[src/rtl/noc_credit_rx_port.sv]
// Receive end of the credit-based flit link: a DEPTH-entry flit FIFO with a
// valid/ready drain side and a registered one-cycle credit pulse per popped flit.
module noc_credit_rx_port #(
    parameter int DATA_W = 20,
    parameter int DEPTH  = 4
) (
    input  logic                       clk,
    input  logic                       RST,
    input  logic [DATA_W-1:0]          datain,
    input  logic                       in_valid,
    output logic [DATA_W-1:0]          dataout,
    output logic                       out_valid,
    input  logic                       out_ready,
    output logic                       co,
    output logic [$clog2(DEPTH+1)-1:0] level,
    output logic                       ovf_err
);
    localparam int AW = $clog2(DEPTH);
    localparam int LW = $clog2(DEPTH+1);

    logic [DATA_W-1:0] r_mem [DEPTH];
    logic [AW-1:0]     r_wp;
    logic [AW-1:0]     r_rp;
    logic [LW-1:0]     r_level;
    logic              r_co;
    logic              r_ovf;

    logic w_empty;
    logic w_full;
    logic w_pop;
    logic w_push;
    logic w_drop;

    assign w_empty = (r_level == '0);
    assign w_full  = (r_level == LW'(DEPTH));
    assign w_pop   = !w_empty && out_ready;
    // A full FIFO still accepts a flit when the head leaves in the same cycle.
    assign w_push  = in_valid && (!w_full || w_pop);
    assign w_drop  = in_valid && w_full && !w_pop;

    // Storage is not reset; only the pointers define what is valid.
    always_ff @(posedge clk) begin
        if (w_push) r_mem[r_wp] <= datain;
    end

    always_ff @(posedge clk or negedge RST) begin
        if (!RST) begin
            r_wp    <= '0;
            r_rp    <= '0;
            r_level <= '0;
            r_co    <= 1'b0;
            r_ovf   <= 1'b0;
        end else begin
            if (w_push) r_wp <= r_wp + AW'(1);
            if (w_pop)  r_rp <= r_rp + AW'(1);
            case ({w_push, w_pop})
                2'b10:   r_level <= r_level + LW'(1);
                2'b01:   r_level <= r_level - LW'(1);
                default: r_level <= r_level;
            endcase
            r_co <= w_pop;
            if (w_drop) r_ovf <= 1'b1;
        end
    end

    assign out_valid = !w_empty;
    assign dataout   = out_valid ? r_mem[r_rp] : '0;
    assign level     = r_level;
    assign co        = r_co;
    assign ovf_err   = r_ovf;
endmodule

[config.mk]
export PLATFORM = sky130hd
export DESIGN_NAME = noc_credit_rx_port
export DESIGN_NICKNAME = d
export VERILOG_FILES = /design/src/rtl/noc_credit_rx_port.sv
export SDC_FILE = /design/constraint.sdc
export NUM_CORES = 1
export LEC_CHECK = 0
export CAP_MARGIN = 20
export CORE_ASPECT_RATIO = 0.9
export CORE_MARGIN = 2
export CORE_UTILIZATION = 47
export CTS_CLUSTER_DIAMETER = 50
export DETAILED_ROUTE_END_ITERATION = 10
export PLACE_DENSITY = 0.72
export RECOVER_POWER = 100
export SKIP_LAST_GASP = 1
export SYNTH_ARGS = -nofsm -noshare
export SYNTH_HDL_FRONTEND = slang
export SYNTH_SLANG_ARGS = --single-unit
[constraint.sdc]
create_clock -name clk -period 2.7 [get_ports clk]
set_input_delay 0.54 -clock clk [delete_from_list [all_inputs] [get_ports clk]]
set_output_delay 0.54 -clock clk [all_outputs]
set_load 0.01 [all_outputs]
==> results of run 1 <==
-- synth_stat cells (all sizes together) (2+ instances only) --
library cell	number	share of area
nor2	2	0.0021
dfrtp	9	0.063
edfxtp	80	0.67
or3b	2	0.0049
xor2	2	0.0049
nand3	2	0.0028
inv	5	0.0052
xnor2	2	0.0049
mux4	20	0.13
clkbuf	3	0.0031
nor2b	2	0.0035
buf	5	0.0091
nand2b	2	0.0035
ha	4	0.014
and2	25	0.045
o21ai	2	0.0028
-- kinds of logic after synthesis --
| logic type | count (synthesis) | synth area share |
|---|---|---|
| DFF | 89 | 0.7317 |
| and+or+nand+nor | 39 | 0.06864 |
| muxes | 21 | 0.1296 |
| buffers and inverters | 13 | 0.01742 |
| AOI/OAI and AO/OA | 10 | 0.02335 |
| adders and majority gates | 5 | 0.01951 |
| xor gates and xnor gates | 4 | 0.009758 |
-- critical path: cells and delay by family, from the launching register on --
| kind | cells | cell delay [ns] |
|---|---|---|
| multiplexers | 1 | 0.49 |
| buffers and inverters | 2 | 0.66 |
| flip-flops | 1 | 0.44 |
| AND/OR/NAND/NOR | 1 | 0.19 |
-- layout make-up --
class / instances / area, sq um / area share
Sequential cell: 89 / 2629 / 0.5954
Multi-Input combinational cell: 79 / 893.4 / 0.2023
Timing Repair Buffer: 54 / 569.3 / 0.1289
Clock buffer: 10 / 127.6 / 0.02890
Tap cell: 96 / 120.1 / 0.02720
Clock inverter: 5 / 57.56 / 0.01303
Inverter: 5 / 18.77 / 0.004251
-- placed cells by master (no fill, tap or decap), types with 4 or more instances in the layout --
cell type / count
clkdlybuf4s50_1: 21
dlygate4sd3_1: 28
edfxtp_1: 80
ha_1: 4
clkbuf_8: 9
and2_1: 20
mux4_2: 20
dfrtp_1: 8
inv_1: 5
and2_2: 4
-- power breakdown --
part / internal (mW) / total [mW] / switching, mW
sequential: 1.83 / 1.97 / 0.138
clock: 0.421 / 0.855 / 0.434
combinational: 1.13 / 1.94 / 0.816
total: 3.38 / 4.77 / 1.39
-- per-stage QoR --
step	std cells	area (sq um)	total power, mW
6_report	338	4415	4.765
5_1_grt	338	4415	5.054
4_1_cts	338	4431	4.872
3_5_place_dp	322	4213	3.954
3_3_place_gp	322	4213	3.924
2_1_floorplan	181	3591	3.085
-- state kept, by name (all words and copies together), names as in the netlist --
signal and count:
r_rp 2, ovf_err 1, level 3, r_wp 2, r_mem 80, co 1
-- worst max path at each step --
| stage | start | end | slack (ns) | cells after the start |
|---|---|---|---|---|
| 2_1_floorplan | level[0]$_DFFE_PN0P_ | level[2]$_DFFE_PN0P_ | 0.37 | 7 |
| 3_3_place_gp | out_ready | level[2]$_DFFE_PN0P_ | 0.08 | 7 |
| 3_5_place_dp | out_ready | level[2]$_DFFE_PN0P_ | 0.05 | 7 |
| 4_1_cts | r_rp[0]$_DFFE_PN0N_ | dataout[9] | -0.02 | 4 |
| 5_1_grt | r_rp[0]$_DFFE_PN0N_ | dataout[7] | -0.06 | 4 |
| 6_report | r_rp[0]$_DFFE_PN0N_ | dataout[3] | 0.02 | 4 |
-- layer usage --
layer	vias up	GRT usage	wire length (um)
li1	818	-	-
met1	889	0.2146	2590
met2	47	0.2386	2846
met3	9	0.04762	275
met4	0	0.06234	100
met5	-	0	0
-- what timing repair did --
item / in CTS / in global routing
hold buffers: 0 / 0
gates resized for setup: 3 / 0
setup buffers: 0 / 0
endpoints found under the setup margin: 20 / 20
gates cloned: 1 / 0
==> metrics.md, run 1 <==
| Metric | Value |
|---|---|
| Status | `finished clean` |
| Ys async rst share | `0.1011` |
| Worst Hold Depth | `1` |
| Setup TNS | `0 ns` |
| Reg clk slew, reported paths | `roughly 0.08 ns` |
| CP Launch Type | `flip-flop` |
| DPL Wire Length | `3551 um` |
| Starting Density | `0.4807` |
| First-pass GRT wire length | `9315 um` |
| Total GRT Usage | `0.1569` |
| RSZ-0062 raised after global routing | `true` |
| Mean Syn Cell Area | `19.84 sq um` |
| Fillers | `572` |
| Utilization after layout | `0.5911` |
| Post-synth net total | `210` |
| Worst reg-to-reg setup slack | `about 0.44 ns` |
| CP endpoint kind | `output pin` |
| Crit path max fanout | `11` |
| GR Overflow Total | `0` |
| Final setup viols | `0` |
| Site row count | `30` |
| Top FF cell, synth | `edfxtp_1` |
| RR Startpoint | `level[1]$_DFFE_PN0P_` |
| Arrival @ worst endpoint | `2.14 ns` |
| Max Cap Viol | `0` |
| Synth-to-layout area growth | `22.96%` |
| DR vias/cell | `5.216` |
| Initial antenna violation count | `0` |
| Maximum vdd drop | `0.5453 mV` |
| Violation count after the first detailed-route iteration | `slightly above 70` |
| Critical path data required time | `approximately 2.2 ns` |
| Critical path, cell by cell | `buf_12, mux4_2, and2_1, clkdlybuf4s50_1` |
| Endpoint, Worst Hold | `ovf_err$_DFFE_PN0P_` |
| Layout cell share with drive strength beyond 1 | `0.1860` |
| Antenna viol nets, final | `0` |
| HP Class | `flip-flop to flip-flop` |
| Via count | `around 1800` |
| Total wire length | `just under 6000 um` |
| CTS Root Cell | `clkbuf_8` |
| Placer Congestion | `0.7093` |
| Worst Reg2Reg Path Length in Cells | `6` |
| Hold slack | `0.4751 ns` |
| Max frequency | `around 370 MHz` |
| Power density over the cells | `around 1100 nW/um^2` |
| Setup ws final | `0.02491 ns` |
| Final nets | `267` |
| DR WL/cell | `around 17 um` |
| Port bufs | `49` |
| # diodes | `0` |
| CTS H-tree depth | `3` |
| Skew-Pair Late Insertion Delay | `0.35 ns` |
| Fin crit period | `2.675 ns` |
| #FFs+latches synth | `89` |
| FF-to-FF End | `level[2]$_DFFE_PN0P_` |
| Mapped Area | `3591 sq um` |
| Height of the die | `approximately 87 um` |
| Total CTS buffers | `9` |
| Syn Inst Count | `181` |
| Largest net degree at the start of global routing | `25` |
| Dpl ws | `approximately 0.052 ns` |
| Hold path start | `ovf_err$_DFFE_PN0P_` |
| # DRC | `0` |
| Drt pass-1 iters | `4` |
| Die W | `96.14 um` |
| Worst-margin pin slew | `0.5502 ns` |
| Leak Pwr | `1.485 nW` |
| Ys Warns | `0` |
| Max Slew Vio Count | `0` |
| EDFF count, synth | `80` |
| Clock tree from TritonCTS | `done` |
| Worst Clk Skew | `0.01185 ns` |
| CTS max path bufs | `2` |
| Sequential element share of the synthesized area | `0.7317` |
| Core area | `between 7000 and 8000 sq um` |
| CP max stage cell | `mux4_2` |
| Die ar. | `8357 sq um` |
| Clock tree sinks | `89` |
| Max-Slew Margin vs Limit | `0.6332` |
| Synth cell types | `33` |
| Largest stage delay on the critical path | `a little under 0.5 ns` |
| Period Utilization, post-route | `0.9908` |
| Ports | `50` |
| CP Class | `flip-flop to output pin` |
| Hold Fails Final Rpt | `0` |
| Vias in the first global route | `~1700` |
Power figures use the tool's default switching activity.
==> run 2: changes to the inputs <==
- PLACE_DENSITY: 0.72 -> 0.68
==> run 2 against run 1 <==
  * Maximum frequency grew 0.59%
  * First-iteration DRC count grew 5.6%
  * Power shrank 1.5%
  * Die area is the same
  * Non-clock buffer count grew 7
  * Clock-buffer cell count grew 5
  * Global-route usage grew 0.31 points
  * Critical path depth is the same
  * Clock skew shrank 0.0055 ns
  * Worst setup slack gained 0.016 ns
  * Utilization grew 0.067 points
  * Worst hold slack gained 0.013 ns
  * Highest routed layer unchanged
==> metrics.md, run 2 (synthesis results as in run 1) <==
| Metric | Value |
|---|---|
| Via count | `1764 (+0.057%)` |
| Vias in the first global route | `1813 (+4.3%)` |
| Largest net degree at the start of global routing | `25 (unchanged)` |
| Arrival @ worst endpoint | `2.12 ns (-0.02 ns)` |
| RSZ-0062 raised after global routing | `true` |
| DR vias/cell | `5.098 (-2.3%)` |
| Commonest non-fill, non-tap cell in the layout | `edfxtp_1` |
| Largest Register | `r_mem` |
| Period Utilization, post-route | `0.9849 (-0.005854)` |
| Fin crit period | `2.659 ns (-0.01581 ns)` |
| # DRC | `0 (unchanged)` |
| CTS Root Cell | `clkbuf_8` |
| DPL Wire Length | `3713 um (+4.6%)` |
| CP Class | `flip-flop to output pin` |
| Final nets | `274 (+2.6%)` |
| Status | `finished clean` |
| Reg clk slew, reported paths | `0.08 ns (about the same)` |
| Placer Congestion | `0.7489 (+5.6%)` |
| Worst Reg2Reg Path Length in Cells | `6 (unchanged)` |
| CTS max path bufs | `2 (unchanged)` |
| Power density over the cells | `1062 nW/um^2 (-1.6%)` |
| CP Launch Type | `flip-flop` |
| Die ar. | `8357 sq um (unchanged)` |
| Synth-to-layout area growth | `23.10%` |
| Setup TNS | `0 ns (unchanged)` |
| Drt pass-1 iters | `4 (unchanged)` |
| Max reg flops | `80 (unchanged)` |
| Hold Fails Final Rpt | `0 (unchanged)` |
| Port bufs | `49 (unchanged)` |
| Total CTS buffers | `9 (unchanged)` |
| Max Cap Viol | `0 (unchanged)` |
| FF-to-FF End | `level[2]$_DFFE_PN0P_` |
| Max-Slew Margin vs Limit | `0.5727 (-0.06052)` |
| Height of the die | `86.93 um (unchanged)` |
| Largest stage delay on the critical path | `0.50 ns (about the same)` |
| Total GRT Usage | `0.1600 (+0.003134)` |
| Skew-Pair Late Insertion Delay | `0.34 ns (about the same)` |
| Worst reg-to-reg setup slack | `0.42 ns (-0.02 ns)` |
| CP max stage cell | `mux4_2` |
| First-pass GRT wire length | `9487 um (+1.8%)` |
| Clock tree from TritonCTS | `done` |
| CP top delay family | `buffers and inverters` |
| Critical path, cell by cell | `buf_12, mux4_2, and2_1, clkdlybuf4s50_1` |
| Max frequency | `376.0 MHz (+0.59%)` |
| Maximum vdd drop | `0.6147 mV (+13%)` |
| # diodes | `0 (unchanged)` |
| HP Class | `flip-flop to flip-flop` |
| CP endpoint kind | `output pin` |
| Antenna viol nets, final | `0 (unchanged)` |
| Initial antenna violation count | `0 (unchanged)` |
| Crit path from | `r_rp[0]$_DFFE_PN0N_` |
| Leak Pwr | `1.500 nW (+0.98%)` |
| CP Depth | `4 (unchanged)` |
| GR Overflow Total | `0 (unchanged)` |
| Worst Clk Skew | `0.006307 ns (-0.005546 ns)` |
| CP endpoint | `dataout[4]` |
| Total wire length | `6101 um (+5.0%)` |
| Crit path buffers/inverters | `2 (unchanged)` |
| Post-DP Area | `4270 sq um (+1.4%)` |
| Fin area | `4420 sq um (+0.11%)` |
| Violation count after the first detailed-route iteration | `76 (+5.6%)` |
| Worst-margin pin slew | `0.6406 ns (+0.09041 ns)` |
| Clock tree sinks | `89 (unchanged)` |
| Worst Hold Depth | `1 (unchanged)` |
| CTS H-tree depth | `3 (unchanged)` |
| Core area | `7470 sq um (unchanged)` |
| Crit path max fanout | `11 (unchanged)` |
| Max Slew Vio Count | `0 (unchanged)` |
| Fillers | `576 (+0.70%)` |
| Site row count | `30 (unchanged)` |
| Commonest cells after routing, fill and taps aside | `edfxtp_1 (80), dlygate4sd3_1 (28), clkdlybuf4s50_1 (21), mux4_2 (20), and2_1 (20)` |
| Layout cell share with drive strength beyond 1 | `0.1840 (-0.001950)` |
| RR Startpoint | `level[1]$_DFFE_PN0P_` |
| Critical path data required time | `2.16 ns (about the same)` |
| DR WL/cell | `17.63 um (+2.5%)` |
| Die W | `96.14 um (unchanged)` |
| Final setup viols | `0 (unchanged)` |
| Starting Density | `0.4807 (unchanged)` |
| Ports | `50 (unchanged)` |
==> run 2: worst min-delay path by stage <==
stage / slack, ns / startpoint / endpoint
floorplan: 0.24 / RST / co$_DFF_PN0_
global placement: 0.46 / ovf_err$_DFFE_PN0P_ / ovf_err$_DFFE_PN0P_
detailed placement: 0.48 / ovf_err$_DFFE_PN0P_ / ovf_err$_DFFE_PN0P_
CTS: 0.50 / RST / level[1]$_DFFE_PN0P_
global route: 0.51 / ovf_err$_DFFE_PN0P_ / ovf_err$_DFFE_PN0P_
finish: 0.49 / ovf_err$_DFFE_PN0P_ / ovf_err$_DFFE_PN0P_
==> run 2: power by group <==
part	leakage [nW]	switching [mW]	internal, mW
sequential	0.837	0.108	1.83
clock	0.0757	0.397	0.336
combinational	0.587	0.875	1.14
==> run 2: routing by layer <==
layer  share of wire  global-route usage  vias up
met4           0.015             0.07403        0
met2            0.49              0.2513       47
li1                -                   -      835
met5               0                   0        -
met1            0.45              0.2145      874
met3           0.049             0.03636        8
==> run 2: final cells by class <==
type	count	area, sq um	area share
inverter	5	18.77	0.004246
timing repair buffer	61	610.6	0.1381
tap	96	120.1	0.02717
sequential	89	2629	0.5947
clock buffer	15	146.4	0.03312
multi-input combinational	79	890.9	0.2015
clock inverter	1	5.005	0.001132
==> run 2: metrics by stage <==
stage                     power [mW]  utilization  setup WS, ns  hold slack, ns  cells
after floorplan                3.085            -        0.3667          0.2444    181
after global placement         3.987       0.5717       0.08277          0.4634    328
after detailed placement       4.013       0.5717       0.02228          0.4802    328
after CTS                      4.768       0.5925     -0.007959          0.4979    344
after global routing           4.973       0.5918      -0.04733          0.5113    346
final                          4.694       0.5918       0.04071          0.4881    346
==> run 2: what timing repair did <==
action,in CTS,in global routing
endpoints found under the setup margin,20,20
buffers inserted,0,1
gates resized for setup,1,1
hold buffers,0,0
pin swaps,0,0
gates cloned,0,1
==> run 3: changes to the inputs <==
- GPL_TIMING_DRIVEN: default -> 1
==> results of run 3 <==
Final layout, timing and power as in run 2 (identical DEF).
